### config.mk
export PLATFORM = sky130hd
export DESIGN_NAME = lru_sets_flat
export DESIGN_NICKNAME = d
export VERILOG_FILES = /design/src/rtl/lru_pkg.sv /design/src/rtl/lru_sets_if.sv /design/src/rtl/lru_set_order.sv /design/src/rtl/lru_sets.sv /design/src/flat_wrapper.sv
export SDC_FILE = /design/constraint.sdc
export NUM_CORES = 1
export LEC_CHECK = 0
export CORE_UTILIZATION = 60
export DETAILED_ROUTE_END_ITERATION = 7
export PLACE_DENSITY_LB_ADDON = 0.15
export SLEW_MARGIN = 20
export SYNTH_ARGS = -nofsm -noshare
export SYNTH_HDL_FRONTEND = slang
export SYNTH_HIERARCHICAL = 1
export SYNTH_SLANG_ARGS = --single-unit
### constraint.sdc
create_clock -name clk -period 5.35 [get_ports clk]
set_input_delay 0.8025 -clock clk [delete_from_list [all_inputs] [get_ports clk]]
set_output_delay 0.8025 -clock clk [all_outputs]
set_load 0.02 [all_outputs]
### src/rtl/lru_pkg.sv
// Shared helpers for the per-set LRU tracker.
// Provides clog2 and set_w for width derivation, plus default-configuration widths and way type.
// Modules with other WAYS/SETS values derive their own widths through the same helpers.
package lru_pkg;

    function automatic int clog2(input int v);
        int r;
        r = 0;
        for (int i = 0; i < 31; i++) begin
            if ((1 << i) < v) begin
                r = i + 1;
            end
        end
        return r;
    endfunction

    // Set index width; at least one bit even for a single-set cache.
    function automatic int set_w(input int sets);
        return (clog2(sets) < 1) ? 1 : clog2(sets);
    endfunction

    localparam int WAYS_DFLT = 4;
    localparam int SETS_DFLT = 16;
    localparam int WAY_W     = clog2(WAYS_DFLT);
    localparam int SET_W     = set_w(SETS_DFLT);

    typedef logic [WAY_W-1:0] way_t;

endpackage

### src/rtl/lru_sets_if.sv
// Controller-side bundle for the LRU tracker: touch, invalidate, and query/victim lookup.
// master = cache controller (drives requests, reads lru_way/mru_way); slave = lru_sets.
// All signals are single-cycle, no handshake; results are combinational from state.
interface lru_sets_if import lru_pkg::*; #(
    parameter int WAYS = 4,
    parameter int SETS = 16
);
    localparam int WAY_BITS = clog2(WAYS);
    localparam int SET_BITS = set_w(SETS);

    logic                touch_en;
    logic [SET_BITS-1:0] touch_set;
    logic [WAY_BITS-1:0] touch_way;
    logic                inv_en;
    logic [SET_BITS-1:0] inv_set;
    logic [WAY_BITS-1:0] inv_way;
    logic [SET_BITS-1:0] query_set;
    logic [WAY_BITS-1:0] lru_way;
    logic [WAY_BITS-1:0] mru_way;

    modport master (
        output touch_en, touch_set, touch_way,
        output inv_en, inv_set, inv_way, query_set,
        input  lru_way, mru_way
    );

    modport slave (
        input  touch_en, touch_set, touch_way,
        input  inv_en, inv_set, inv_way, query_set,
        output lru_way, mru_way
    );

endinterface

### src/rtl/lru_set_order.sv
// One set's MRU->LRU way order with touch (promote to MRU) and invalidate (demote to LRU).
// Ports: clk, rst_n, touch_en_i/touch_way_i, inv_en_i/inv_way_i in; lru_o, mru_o, order_o out.
// Update lands on the next posedge; touch has priority if both enables are set.
module lru_set_order import lru_pkg::*; #(
    parameter int WAYS = 4,
    parameter int WAY_BITS = clog2(WAYS)
) (
    input  logic                     clk,
    input  logic                     rst_n,
    input  logic                     touch_en_i,
    input  logic [WAY_BITS-1:0]      touch_way_i,
    input  logic                     inv_en_i,
    input  logic [WAY_BITS-1:0]      inv_way_i,
    output logic [WAY_BITS-1:0]      lru_o,
    output logic [WAY_BITS-1:0]      mru_o,
    output logic [WAYS*WAY_BITS-1:0] order_o
);

    logic [WAY_BITS-1:0] order_q [WAYS];
    logic [WAY_BITS-1:0] order_d [WAYS];
    logic [WAYS-1:0]     t_ge;   // t_ge[i]: touched way sits at position >= i
    logic [WAYS-1:0]     i_le;   // i_le[i]: invalidated way sits at position <= i

    always_comb begin
        logic t_acc;
        logic i_acc;
        t_acc = 1'b0;
        i_acc = 1'b0;
        t_ge  = '0;
        i_le  = '0;
        for (int p = WAYS - 1; p >= 0; p--) begin
            t_acc   = t_acc | (order_q[p] == touch_way_i);
            t_ge[p] = t_acc;
        end
        for (int p = 0; p < WAYS; p++) begin
            i_acc   = i_acc | (order_q[p] == inv_way_i);
            i_le[p] = i_acc;
        end
    end

    // Touch: positions up to the hit slide one toward LRU, hit goes to MRU.
    // Invalidate: positions from the hit onward slide one toward MRU, hit goes to LRU.
    // A hit already at the target end reproduces the current order.
    always_comb begin
        order_d = order_q;
        if (touch_en_i) begin
            order_d[0] = touch_way_i;
            for (int i = 1; i < WAYS; i++) begin
                if (t_ge[i]) begin
                    order_d[i] = order_q[i-1];
                end
            end
        end else if (inv_en_i) begin
            order_d[WAYS-1] = inv_way_i;
            for (int i = 0; i < WAYS - 1; i++) begin
                if (i_le[i]) begin
                    order_d[i] = order_q[i+1];
                end
            end
        end
    end

    always_ff @(posedge clk) begin
        if (!rst_n) begin
            for (int p = 0; p < WAYS; p++) begin
                order_q[p] <= WAY_BITS'(p);
            end
        end else begin
            order_q <= order_d;
        end
    end

    assign mru_o = order_q[0];
    assign lru_o = order_q[WAYS-1];

    always_comb begin
        for (int p = 0; p < WAYS; p++) begin
            order_o[p*WAY_BITS +: WAY_BITS] = order_q[p];
        end
    end

endmodule

### src/rtl/lru_sets.sv
// Per-set true-LRU tracker: SETS independent MRU->LRU way lists beside the tag array.
// Ports: clk, rst_n (sync, active-low); bus (slave) carries touch/inv requests and query results.
// Updates take effect at the next posedge; lru_way/mru_way are combinational, no backpressure.
module lru_sets import lru_pkg::*; #(
    parameter int WAYS  = 4,
    parameter int SETS  = 16,
    parameter bit DEBUG = 1'b0   // 1 = check set consistency every cycle in simulation
) (
    input  logic      clk,
    input  logic      rst_n,
    lru_sets_if.slave bus
);

    localparam int WAY_BITS = clog2(WAYS);

    logic [SETS-1:0]          t_en;
    logic [SETS-1:0]          i_en;
    logic [WAY_BITS-1:0]      lru_s [SETS];
    logic [WAY_BITS-1:0]      mru_s [SETS];
    logic [WAYS*WAY_BITS-1:0] ord_s [SETS];
    logic [SETS-1:0]          perm_ok;
    logic                     same_set;

    // Same-set collision drops the invalidate. Out-of-range indices match no set.
    assign same_set = bus.touch_en && (bus.touch_set == bus.inv_set);

    always_comb begin
        t_en = '0;
        i_en = '0;
        for (int s = 0; s < SETS; s++) begin
            t_en[s] = bus.touch_en && (int'(bus.touch_set) == s);
            i_en[s] = bus.inv_en && (int'(bus.inv_set) == s) && !same_set;
        end
    end

    for (genvar s = 0; s < SETS; s++) begin : g_set
        lru_set_order #(.WAYS(WAYS)) u_set (
            .clk         (clk),
            .rst_n       (rst_n),
            .touch_en_i  (t_en[s]),
            .touch_way_i (bus.touch_way),
            .inv_en_i    (i_en[s]),
            .inv_way_i   (bus.inv_way),
            .lru_o       (lru_s[s]),
            .mru_o       (mru_s[s]),
            .order_o     (ord_s[s])
        );
    end

    // Out-of-range query reports way 0 on both outputs.
    always_comb begin
        bus.lru_way = '0;
        bus.mru_way = '0;
        for (int s = 0; s < SETS; s++) begin
            if (int'(bus.query_set) == s) begin
                bus.lru_way = lru_s[s];
                bus.mru_way = mru_s[s];
            end
        end
    end

    function automatic logic is_perm(input logic [WAYS*WAY_BITS-1:0] v);
        logic [WAYS-1:0] seen;
        seen = '0;
        for (int p = 0; p < WAYS; p++) begin
            seen[v[p*WAY_BITS +: WAY_BITS]] = 1'b1;
        end
        return &seen;
    endfunction

    always_comb begin
        for (int s = 0; s < SETS; s++) begin
            perm_ok[s] = is_perm(ord_s[s]);
        end
    end

    a_consistent: assert property (@(posedge clk) disable iff (!rst_n || !DEBUG)
        (&perm_ok) && ((int'(bus.query_set) >= SETS) || (bus.lru_way != bus.mru_way)));

endmodule
### src/flat_wrapper.sv
// flat-port wrapper written by rule: the top's interface ports become plain ports
module lru_sets_flat import lru_pkg::*;
#(
    parameter int WAYS  = 4,
    parameter int SETS  = 16,
    parameter bit DEBUG = 1'b0                                                         
)
  (clk, rst_n, bus_touch_en, bus_touch_set, bus_touch_way, bus_inv_en, bus_inv_set, bus_inv_way, bus_query_set, bus_lru_way, bus_mru_way);
  lru_sets_if #(.WAYS(WAYS), .SETS(SETS)) bus_i ();
  input  logic clk;
  input  logic rst_n;
  input wire logic [$bits(bus_i.touch_en)-1:0] bus_touch_en;
  input wire logic [$bits(bus_i.touch_set)-1:0] bus_touch_set;
  input wire logic [$bits(bus_i.touch_way)-1:0] bus_touch_way;
  input wire logic [$bits(bus_i.inv_en)-1:0] bus_inv_en;
  input wire logic [$bits(bus_i.inv_set)-1:0] bus_inv_set;
  input wire logic [$bits(bus_i.inv_way)-1:0] bus_inv_way;
  input wire logic [$bits(bus_i.query_set)-1:0] bus_query_set;
  output wire logic [$bits(bus_i.lru_way)-1:0] bus_lru_way;
  output wire logic [$bits(bus_i.mru_way)-1:0] bus_mru_way;
  assign bus_i.touch_en = bus_touch_en;
  assign bus_i.touch_set = bus_touch_set;
  assign bus_i.touch_way = bus_touch_way;
  assign bus_i.inv_en = bus_inv_en;
  assign bus_i.inv_set = bus_inv_set;
  assign bus_i.inv_way = bus_inv_way;
  assign bus_i.query_set = bus_query_set;
  assign bus_lru_way = bus_i.lru_way;
  assign bus_mru_way = bus_i.mru_way;
  lru_sets #(.WAYS(WAYS), .SETS(SETS), .DEBUG(DEBUG)) u_core (.clk(clk), .rst_n(rst_n), .bus(bus_i));
endmodule
---- Word-level counts from Yosys, hierarchy flattened ----
Index checks and enable logic that the tools add are counted.
word-level totals
  register bits after elaboration ......... 128
operators by class
  equal/unequal tests ..................... 190
  mux-type cells .......................... 160
  bitwise gates (word level) .............. 64
  reductions and logical operators ........ 181
operators by type and width
  kind                number
  $mux 2              128
  $mux 8              32
  $eq 2x2->1          96
  $reduce_bool 2->1   64
  $eq 4x4->1 const B  24
  $ne 2x1->1 const B  48
  $reduce_and 3->1    32
  $or 1x1->1          64
  $reduce_and 2->1    32
  $logic_and 1x1->1   49
  $eq 4x3->1 const B  12
  $eq 4x2->1 const B  6
  $eq 4x1->1 const B  3
  $logic_not 4->1     3
  $eq 4x4->1          1
  $logic_not 1->1     1

---- Depth between registers and ports, before layout ----
Gate-level depths: netlist of the first run.
  word-level depth ........................ 17
  mapped depth ............................ 8
  depth with buffers taken out ............ 7

---- Modules after synthesis ----
Netlist of the first run, hierarchy kept.
by module, submodules not included
  module         instances  cells an instance  area each (sq um)  seq. area each (sq um)
  lru_set_order  16         64                 615.6              160.2
  lru_sets       1          105                879.6              0.0

---- Least setup slack after synthesis of the first run ----
OpenSTA, ideal clock, no wires.
  path type ............................... input port to output port
  start ................................... input bus_query_set[0]
  end ..................................... output bus_mru_way[1]
  data arrival time ....................... 1911 ps
  data required time ...................... 4548 ps
  setup slack ............................. 2637 ps
  stages .................................. 5
  buffers on the path ..................... 1
  cells stage by stage .................... buf_6 mux4_1 mux2_2 nor2_2 a21oi_1
between the ends
  cells in the longest elaborated chain, start to end .. 17
  elaborated cells between the ends (all ways) .. 32
ends and longest elaborated chain
  item                   RTL line            source
  start, declared        flat_wrapper.sv:18  input wire logic [$bits(bus_i.query_set)-1:0] bus_query_set;
  $logic_not 4->1        lru_sets.sv:55      if (int'(bus.query_set) == s) begin
  $mux 2 (15 in series)  lru_sets.sv:55
  $mux 2 *               lru_sets.sv:55
  end, declared          flat_wrapper.sv:20  output wire logic [$bits(bus_i.mru_way)-1:0] bus_mru_way;
Mark *: on every way between the ends. The rest lies on a longest branch, timed or not.

---- Final worst setup path of the first run ----
  start ................................... input bus_query_set[0]
  end ..................................... output bus_lru_way[1]
between the ends
  cells in the longest elaborated chain, start to end .. 17
  elaborated cells between the ends (all ways) .. 32
ends and longest elaborated chain
  item                   RTL line            source
  $logic_not 4->1        lru_sets.sv:55
  $mux 2 (15 in series)  lru_sets.sv:55
  $mux 2 *               lru_sets.sv:55
  end, declared          flat_wrapper.sv:19  output wire logic [$bits(bus_i.lru_way)-1:0] bus_lru_way;
Marked as above.

==> results of run 1 <==
worst register-to-register path, delay by kind of cell (launching register included):
kind	cells	cell delay (ns)
AOI/OAI and AO/OA	2	0.59
muxes	1	0.32
xor gates and xnor gates	1	0.16
DFF	1	0.48
routing by layer:
layer	vias to the layer above	part of all wire, %	wire length (um)	global-route usage [%]
met5	-	0	0	0
met4	0	1.8	443	9.45
met3	33	4.7	1180	5.75
met2	194	46	11700	45.7
met1	3895	47	11900	39.2
li1	3878	-	-	-
area by class of cell:
cell class                      count  area [um^2]  area share, %
Multi-Input combinational cell    877         7410           66.2
Sequential cell                   128         2560           22.9
Clock buffer                       23          478           4.27
Timing Repair Buffer               37          323           2.88
Tap cell                          220          275           2.46
Clock inverter                      7         85.1          0.760
Inverter                           17         63.8          0.570
per-stage QoR:
| stage | power (W) | utilization [%] | instances | instance area (um^2) | setup slack (ns) |
|---|---|---|---|---|---|
| after global placement | 0.00145 | 63.9 | 1279 | 10600 | 0.963 |
| after floorplan | 0.00134 | - | 1065 | 10200 | 2.64 |
| after CTS | 0.00260 | 67.3 | 1309 | 11200 | 0.889 |
| final | 0.00258 | 67.3 | 1309 | 11200 | 0.838 |
| after global routing | 0.00269 | 67.3 | 1309 | 11200 | 0.758 |
| after detailed placement | 0.00146 | 63.9 | 1279 | 10600 | 0.874 |
state kept, by name, indices dropped and copies added (netlist names):
register                    count
u_core/g_set.u_set/mru_o       32
u_core/g_set.u_set/lru_o       32
u_core/g_set.u_set/order_o     64
how the worst min path moves through the flow:
stage / slack (ns) / depth (start not counted) / to / start
after floorplan: 0.49 / 2 / u_core/g_set[0].u_set/order_o[3] / u_core/g_set[0].u_set/order_o[3]
after global placement: 0.52 / 2 / u_core/g_set[14].u_set/order_o[3] / u_core/g_set[14].u_set/order_o[3]
after detailed placement: 0.53 / 2 / u_core/g_set[2].u_set/order_o[4] / u_core/g_set[2].u_set/order_o[4]
after CTS: 0.53 / 2 / u_core/g_set[2].u_set/order_o[4] / u_core/g_set[2].u_set/order_o[4]
after global routing: 0.55 / 2 / u_core/g_set[0].u_set/order_o[3] / u_core/g_set[0].u_set/order_o[3]
final: 0.54 / 2 / u_core/g_set[0].u_set/order_o[3] / u_core/g_set[0].u_set/order_o[3]
power groups by stage:
stage               clock [W]  sequential, W  combinational [W]
floorplan                   0        0.00102           0.000312
global placement            0        0.00104           0.000408
detailed placement          0        0.00104           0.000418
CTS                   0.00116        0.00102           0.000422
global route          0.00121        0.00102           0.000458
finish                0.00114        0.00102           0.000424
cells in the final DEF, fill, tap and decap left out, types with 19 or more instances in the layout:
master / n
xnor2_1: 192
nand2_1: 133
mux2i_1: 133
dfxtp_1: 128
mux2_2: 65
nor2_1: 41
nand2b_1: 38
nor2b_1: 34
o311ai_0: 33
a221oi_2: 32
a211oi_2: 32
mux2_4: 32
o21ai_0: 32
a21oi_1: 20
buf_4: 19
==> flow_summary.yaml, run 1 <==
cts:
  postCtsSetupBuffers: 0
  tritoncts: "built"
  clock-sinks: 128
  clkTransAtPathRegs_ns: 0.05
  cts_root_buf: "clkbuf_16"
  htree_levels: 4
  cts_resized: 0
  worstSkewPairLatency_ns: 0.42
  clk_path_buf_depth: 2
  cts_hold_buffers: 0
  cts_buffers: 17
routing:
  via_count: 8000
  drtIter0Drc: 562
  drc: 0
  drt.antenna.violating_nets: 0
  totalWireLength_mm: 25.3
  wl_per_cell_um: 19.3
  drtPass1Iterations: 7
  viasPerCell: 6.11
synthesis:
  synth_area_um2: 10200
  avgSynthCellArea_um2: 9.62
  synthCells: 1065
  ys_warn_count: 6
  synthesis.nets: 1085
critical_path:
  cp_data_required_time_ns: 4.55
  critPathKind: "primary input to output port"
  cp-end-kind: "output port"
  worst-path-buf-inv: 2
  crit_chain: "clkdlybuf4s50_1, mux4_2, nor2b_1, a211oi_1, a21oi_1, clkdlybuf4s50_1"
  timing.rr.start: "u_core/g_set[14].u_set/lru_o[1]"
  crit_cells: 6
  startpoint: "bus_query_set[0]"
  slowest_stage: "clkdlybuf4s50_1"
  crit_family: "buffers and inverters"
  crit_path_end: "bus_lru_way[1]"
  worstRegToRegCells: 4
  crit_top_cell: "clkdlybuf4s50_1"
  rrSetupSlack_ns: 3.68
  worst_setup_path_start_kind: "primary input"
  crit_fanout: 19
  r2r-end: "u_core/g_set[14].u_set/order_o[2]"
  cp.arrival_ns: 3.71
  cp_slowest_stage_delay_ns: 1.17
floorplanning:
  placementRows: 47
  die_y_um: 133
  core_area_um2: 16600
  io_pins: 24
  die_width_um: 133
  dieArea_um2: 17600
  start_util_pct: 61.6
power_and_ir_drop:
  pwr-share-seq_pct: 39.5
  p_sw_share_pct: 27.3
  p_leak_nw: 3.72
  p_int_w: 0.00188
  irDropWorstVdd_mv: 0.218
  power_frac_comb_pct: 16.4
  p_sw_w: 0.000705
  clkPwrFrac_pct: 44.1
  power.density_nw_per_um2: 231
global_routing:
  grt_pass1_vias: 7593
  grt_pass1_wl_mm: 40.2
  antenna_found_initial: 0
  grtUsageTotal_pct: 28.9
  grt_max_degree: 94
  grt-ovfl-total: 0
finish:
  finalNetCount: 1098
  area_growth_syn_to_layout_pct: 9.27
  fillers: 1362
  antennaDiodeCount: 0
  drive_gt1_share_pct: 20.4
sta:
  rsz0062_at_grt: "no"
  finalCriticalPeriod_ns: 4.51
  finalCritPeriodShare_pct: 84.3
  finClkSkew_ns: 0.00514
  hold_viol: 0
  slew_violations: 0
  worstMarginPinSlew_ns: 1.08
  hold_ws_ns: 0.536
  setup_viol: 0
  relSlewSlack_pct: 28.0
  fin_setup_tns_ns: 0
  timing.fmax_mhz: 222
place:
  portBuffers: 23
  gp_congestion: 0.886
  hpwl_mm: 16.6
outcome:
  outcome: "completed"
hold_path:
  min_path_type: "flip-flop to flip-flop"
flow_run:
  drv_cap: 0
Note: power is estimated with default switching activity, not from simulation.
==> run 2, diff against run 1 <==
--- a/config.mk
+++ b/config.mk
@@ -5,7 +5,7 @@
 export SDC_FILE = /design/constraint.sdc
 export NUM_CORES = 1
 export LEC_CHECK = 0
-export CORE_UTILIZATION = 60
+export CORE_UTILIZATION = 58
 export DETAILED_ROUTE_END_ITERATION = 7
 export PLACE_DENSITY_LB_ADDON = 0.15
 export SLEW_MARGIN = 20
==> constraint.sdc (replaced) <==
create_clock -name clk -period 3.95 [get_ports clk]
set_input_delay 0.5925 -clock clk [delete_from_list [all_inputs] [get_ports clk]]
set_output_delay 0.5925 -clock clk [all_outputs]
set_load 0.02 [all_outputs]
==> flow_summary.yaml, run 2 (synthesized netlist as in run 1, its figures left out) <==
sta:
  relSlewSlack_pct: 31.2
  finalCritPeriodShare_pct: 87.3
  worstMarginPinSlew_ns: 1.03
  setup_viol: 0
  hold_viol: 0
  fin_setup_tns_ns: 0
  hold_ws_ns: 0.527
  finalCriticalPeriod_ns: 3.45
  finClkSkew_ns: 0.00826
  timing.fmax_mhz: 290
  slew_violations: 0
  rsz0062_at_grt: "no"
cts:
  clk_path_buf_depth: 2
  htree_levels: 4
  postCtsSetupBuffers: 0
  clkTransAtPathRegs_ns: 0.06
  clock-sinks: 128
  cts_buffers: 17
  cts_hold_buffers: 0
  worstSkewPairLatency_ns: 0.42
  tritoncts: "built"
  cts_root_buf: "clkbuf_16"
  cts_resized: 0
floorplanning:
  die_y_um: 135
  core_area_um2: 17300
  placementRows: 48
  start_util_pct: 59.3
  die_width_um: 135
  io_pins: 24
  dieArea_um2: 18200
hold_path:
  min_path_type: "flip-flop to flip-flop"
finish:
  design_area_um2: 11500
  antennaDiodeCount: 0
  final_util_pct: 66.2
  area_growth_syn_to_layout_pct: 11.8
  finalNetCount: 1113
  final_common_cell: "xnor2_1"
  drive_gt1_share_pct: 21.7
  layout_common_cells: "xnor2_1, nand2_1, mux2i_1"
  largest_register_ffs: 64
routing:
  via_count: 8031
  drtPass1Iterations: 4
  wl_per_cell_um: 18.8
  drtIter0Drc: 471
  totalWireLength_mm: 25.0
  viasPerCell: 6.03
  drc: 0
  drt.antenna.violating_nets: 0
critical_path:
  worst_setup_path_start_kind: "primary input"
  slowest_stage: "clkdlybuf4s50_1"
  crit_fanout: 19
  crit_chain: "clkdlybuf4s50_1, buf_12, mux4_2, nor2b_1, a211oi_1, a21oi_1, clkdlybuf4s50_1"
  cp_slowest_stage_delay_ns: 0.59
  cp_data_required_time_ns: 3.36
  critPathKind: "primary input to output port"
  crit_top_cell: "clkdlybuf4s50_1"
  cp.arrival_ns: 2.86
  cp-end-kind: "output port"
global_routing:
  grt_pass1_vias: 7612
  grtUsageTotal_pct: 28.4
  antenna_found_initial: 0
  grt-ovfl-total: 0
  grt_max_degree: 75
  grt_pass1_wl_mm: 40.8
place:
  gp_congestion: 0.912
  placed_cell_area_um2: 10800
  portBuffers: 23
  hpwl_mm: 17.1
power_and_ir_drop:
  p_leak_nw: 3.84
  power_frac_comb_pct: 15.7
  p_sw_share_pct: 26.6
  clkPwrFrac_pct: 47.4
  power.density_nw_per_um2: 327
  p_sw_w: 0.000996
  pwr-share-seq_pct: 36.9
  p_int_w: 0.00275
  total_power_w: 0.00374
  irDropWorstVdd_mv: 0.306
flow_run:
  drv_cap: 0
outcome:
  outcome: "completed"
## run 2: cell types whose count changed in the layout (fill, tap and decap cells not counted), sizes merged
cell	previous run	this run
clkinvlp	0	4
bufinv	2	5
clkinv	5	2
clkbuf	23	19
buf	19	34
inv	17	19
## run 2: through the flow
step / worst slack, ns / std cells
finish: 0.500 / 1331
global route: 0.406 / 1331
CTS: 0.495 / 1331
detailed placement: 0.506 / 1299
global placement: 0.502 / 1299
floorplan: 1.51 / 1065
## run 2: critical path, delay by kind of cell
family	cells	cell delay (ns)
AND/OR/NAND/NOR	1	0.15
buffers and inverters	3	1.28
multiplexers	1	0.51
AO/OA/AOI/OAI	2	0.32
## run 2: worst paths after layout
check                                         from                          endpoint  slack (ns)  cells past startpoint
hold reg to reg   u_core/g_set[8].u_set/order_o[3]  u_core/g_set[8].u_set/order_o[3]        0.53                      2
setup reg to reg    u_core/g_set[1].u_set/mru_o[1]  u_core/g_set[1].u_set/order_o[5]        2.28                      4
hold / removal    u_core/g_set[8].u_set/order_o[3]  u_core/g_set[8].u_set/order_o[3]        0.53                      2
setup / recovery                  bus_query_set[0]                    bus_lru_way[0]        0.50                      7
## run 2: layer usage
layer  share of wire (%)  global-route usage [%]  vias to the layer above
li1                    -                       -                     3905
met1                  47                    36.9                     3924
met2                  48                    48.3                      176
met3                 3.4                    4.84                       26
met4                 1.3                    7.99                        0
met5                   0                       0                        -
## run 2: layout make-up
type	count	area (um^2)
Timing Repair Buffer	52	485
Inverter	17	63.8
Clock inverter	13	208
Fill cell	1395	5840
Sequential cell	128	2560
Clock buffer	19	453
Multi-Input combinational cell	877	7400
Tap cell	225	282
## run 2: power by group through the flow
stage	Combinational, W	Sequential (W)	Clock (W)
after CTS	0.000586	0.00138	0.00180
after global placement	0.000568	0.00141	0
after floorplan	0.000422	0.00139	0
final	0.000587	0.00138	0.00177
after detailed placement	0.000579	0.00141	0
after global routing	0.000637	0.00138	0.00186
==> run 3, diff against run 2 <==
--- a/config.mk
+++ b/config.mk
@@ -6,6 +6,8 @@
 export NUM_CORES = 1
 export LEC_CHECK = 0
 export CORE_UTILIZATION = 58
+export CTS_BUF_LIST = sky130_fd_sc_hd__clkbuf_16
+export CTS_CLUSTER_DIAMETER = 60
 export DETAILED_ROUTE_END_ITERATION = 7
 export PLACE_DENSITY_LB_ADDON = 0.15
 export SLEW_MARGIN = 20
==> flow_summary.yaml, run 3 (synthesized netlist as in run 1, its figures left out) <==
outcome:
  outcome: "completed"
critical_path:
  worstRegToRegCells: 4
  worst_setup_path_start_kind: "primary input"
  cp-end-kind: "output port"
  cp.arrival_ns: 2.85
  rrSetupSlack_ns: 2.30
  critPathKind: "primary input to output port"
  timing.rr.start: "u_core/g_set[1].u_set/lru_o[1]"
  crit_fanout: 19
  r2r-end: "u_core/g_set[1].u_set/order_o[2]"
  cp_data_required_time_ns: 3.36
cts:
  clock-sinks: 128
  clk_path_buf_depth: 2
  cts_buffers: 17
  tritoncts: "built"
  clkTransAtPathRegs_ns: 0.06
  htree_levels: 4
  worstSkewPairLatency_ns: 0.42
  postCtsSetupBuffers: 0
  cts_root_buf: "clkbuf_16"
  cts_hold_buffers: 0
  cts_resized: 0
sta:
  finClkSkew_ns: 0.00819
  timing.fmax_mhz: 290
  finalCritPeriodShare_pct: 87.2
  relSlewSlack_pct: 32.1
  hold_viol: 0
  rsz0062_at_grt: "no"
  fin_setup_tns_ns: 0
  slew_violations: 0
  finalCriticalPeriod_ns: 3.44
  setup_viol: 0
  worstMarginPinSlew_ns: 1.02
global_routing:
  grt_pass1_wl_mm: 40.8
  antenna_found_initial: 0
  grtUsageTotal_pct: 28.5
  grt_pass1_vias: 7622
  grt_max_degree: 75
  grt-ovfl-total: 0
power_and_ir_drop:
  irDropWorstVdd_mv: 0.304
  total_power_w: 0.00370
  p_leak_nw: 3.83
  power.density_nw_per_um2: 323
place:
  hpwl_mm: 17.1
  portBuffers: 23
  gp_congestion: 0.912
floorplanning:
  die_y_um: 135
  core_area_um2: 17300
  dieArea_um2: 18200
  placementRows: 48
  io_pins: 24
  die_width_um: 135
  start_util_pct: 59.3
routing:
  drt.antenna.violating_nets: 0
  via_count: 7995
  totalWireLength_mm: 25.1
  drc: 0
  drtPass1Iterations: 5
  drtIter0Drc: 509
  viasPerCell: 6.01
  wl_per_cell_um: 18.8
finish:
  fillers: 1396
  largest_register_ffs: 64
  finalNetCount: 1113
  final_common_cell: "xnor2_1"
  multiInputGateArea_um2: 7400
  antennaDiodeCount: 0
  layout_common_cells: "xnor2_1, nand2_1, mux2i_1"
  area_growth_syn_to_layout_pct: 11.6
  drive_gt1_share_pct: 21.5
  regArea_um2: 2560
hold_path:
  min_from: "u_core/g_set[8].u_set/order_o[3]"
  min_path_type: "flip-flop to flip-flop"
  worstHoldEndpoint: "u_core/g_set[8].u_set/order_o[3]"
  whs_path_depth: 2
flow_run:
  drv_cap: 0
==> run 3: cell types whose count changed in the layout (fill, tap and decap cells not counted) <==
cell	change
clkbuf_8	-2
clkinv_1	+2
==> run 3: area by class of cell <==
class | count | area share, %
clock buffers | 17 | 3.72
well taps | 225 | 2.46
flip-flops and latches | 128 | 22.4
multi-input cells | 877 | 64.7
clock inverters | 15 | 1.88
repair buffers | 52 | 4.24
inverters | 17 | 0.558
==> run 3: worst max path at each step <==
stage                          start                          endpoint  slack [ns]  cells past startpoint
detailed placement  bus_query_set[0]                    bus_lru_way[0]        0.51                      7
floorplan           bus_touch_set[1]  u_core/g_set[0].u_set/order_o[2]        1.51                      8
finish              bus_query_set[0]                    bus_lru_way[0]        0.51                      7
global placement    bus_query_set[0]                    bus_lru_way[0]        0.50                      7
global route        bus_query_set[0]                    bus_lru_way[1]        0.41                      7
CTS                 bus_query_set[0]                    bus_lru_way[0]        0.50                      7
==> run 3: per-layer routing <==
layer | routed length (um) | global-route usage (%)
met2 | 12100 | 48.2
met3 | 822 | 4.73
met5 | 0 | 0
met4 | 293 | 7.99
met1 | 11800 | 37.2
==> run 3: power by group <==
group	leakage, nW	internal [W]	switching, W	total [W]
sequential	1.04	0.00133	0.0000560	0.00138
clock	0.301	0.00112	0.000615	0.00173
combinational	2.49	0.000265	0.000321	0.000586
total	3.83	0.00271	0.000991	0.00370
==> run 3: critical path: stages <==
cell             delay, ns
clkdlybuf4s50_1       0.51
buf_12                0.18
mux4_2                0.51
nor2b_1               0.15
a211oi_1              0.21
a21oi_1               0.11
clkdlybuf4s50_1       0.59
==> run 3: metrics by stage <==
stage	setup slack, ns	hold slack (ns)	util, %	cell area [um^2]	cells
5_1_grt	0.406	0.560	66.1	11400	1331
3_5_place_dp	0.506	0.525	62.4	10800	1299
4_1_cts	0.495	0.530	66.1	11400	1331
6_report	0.505	0.528	66.1	11400	1331
3_3_place_gp	0.502	0.522	62.4	10800	1299
2_1_floorplan	1.51	0.493	-	10200	1065
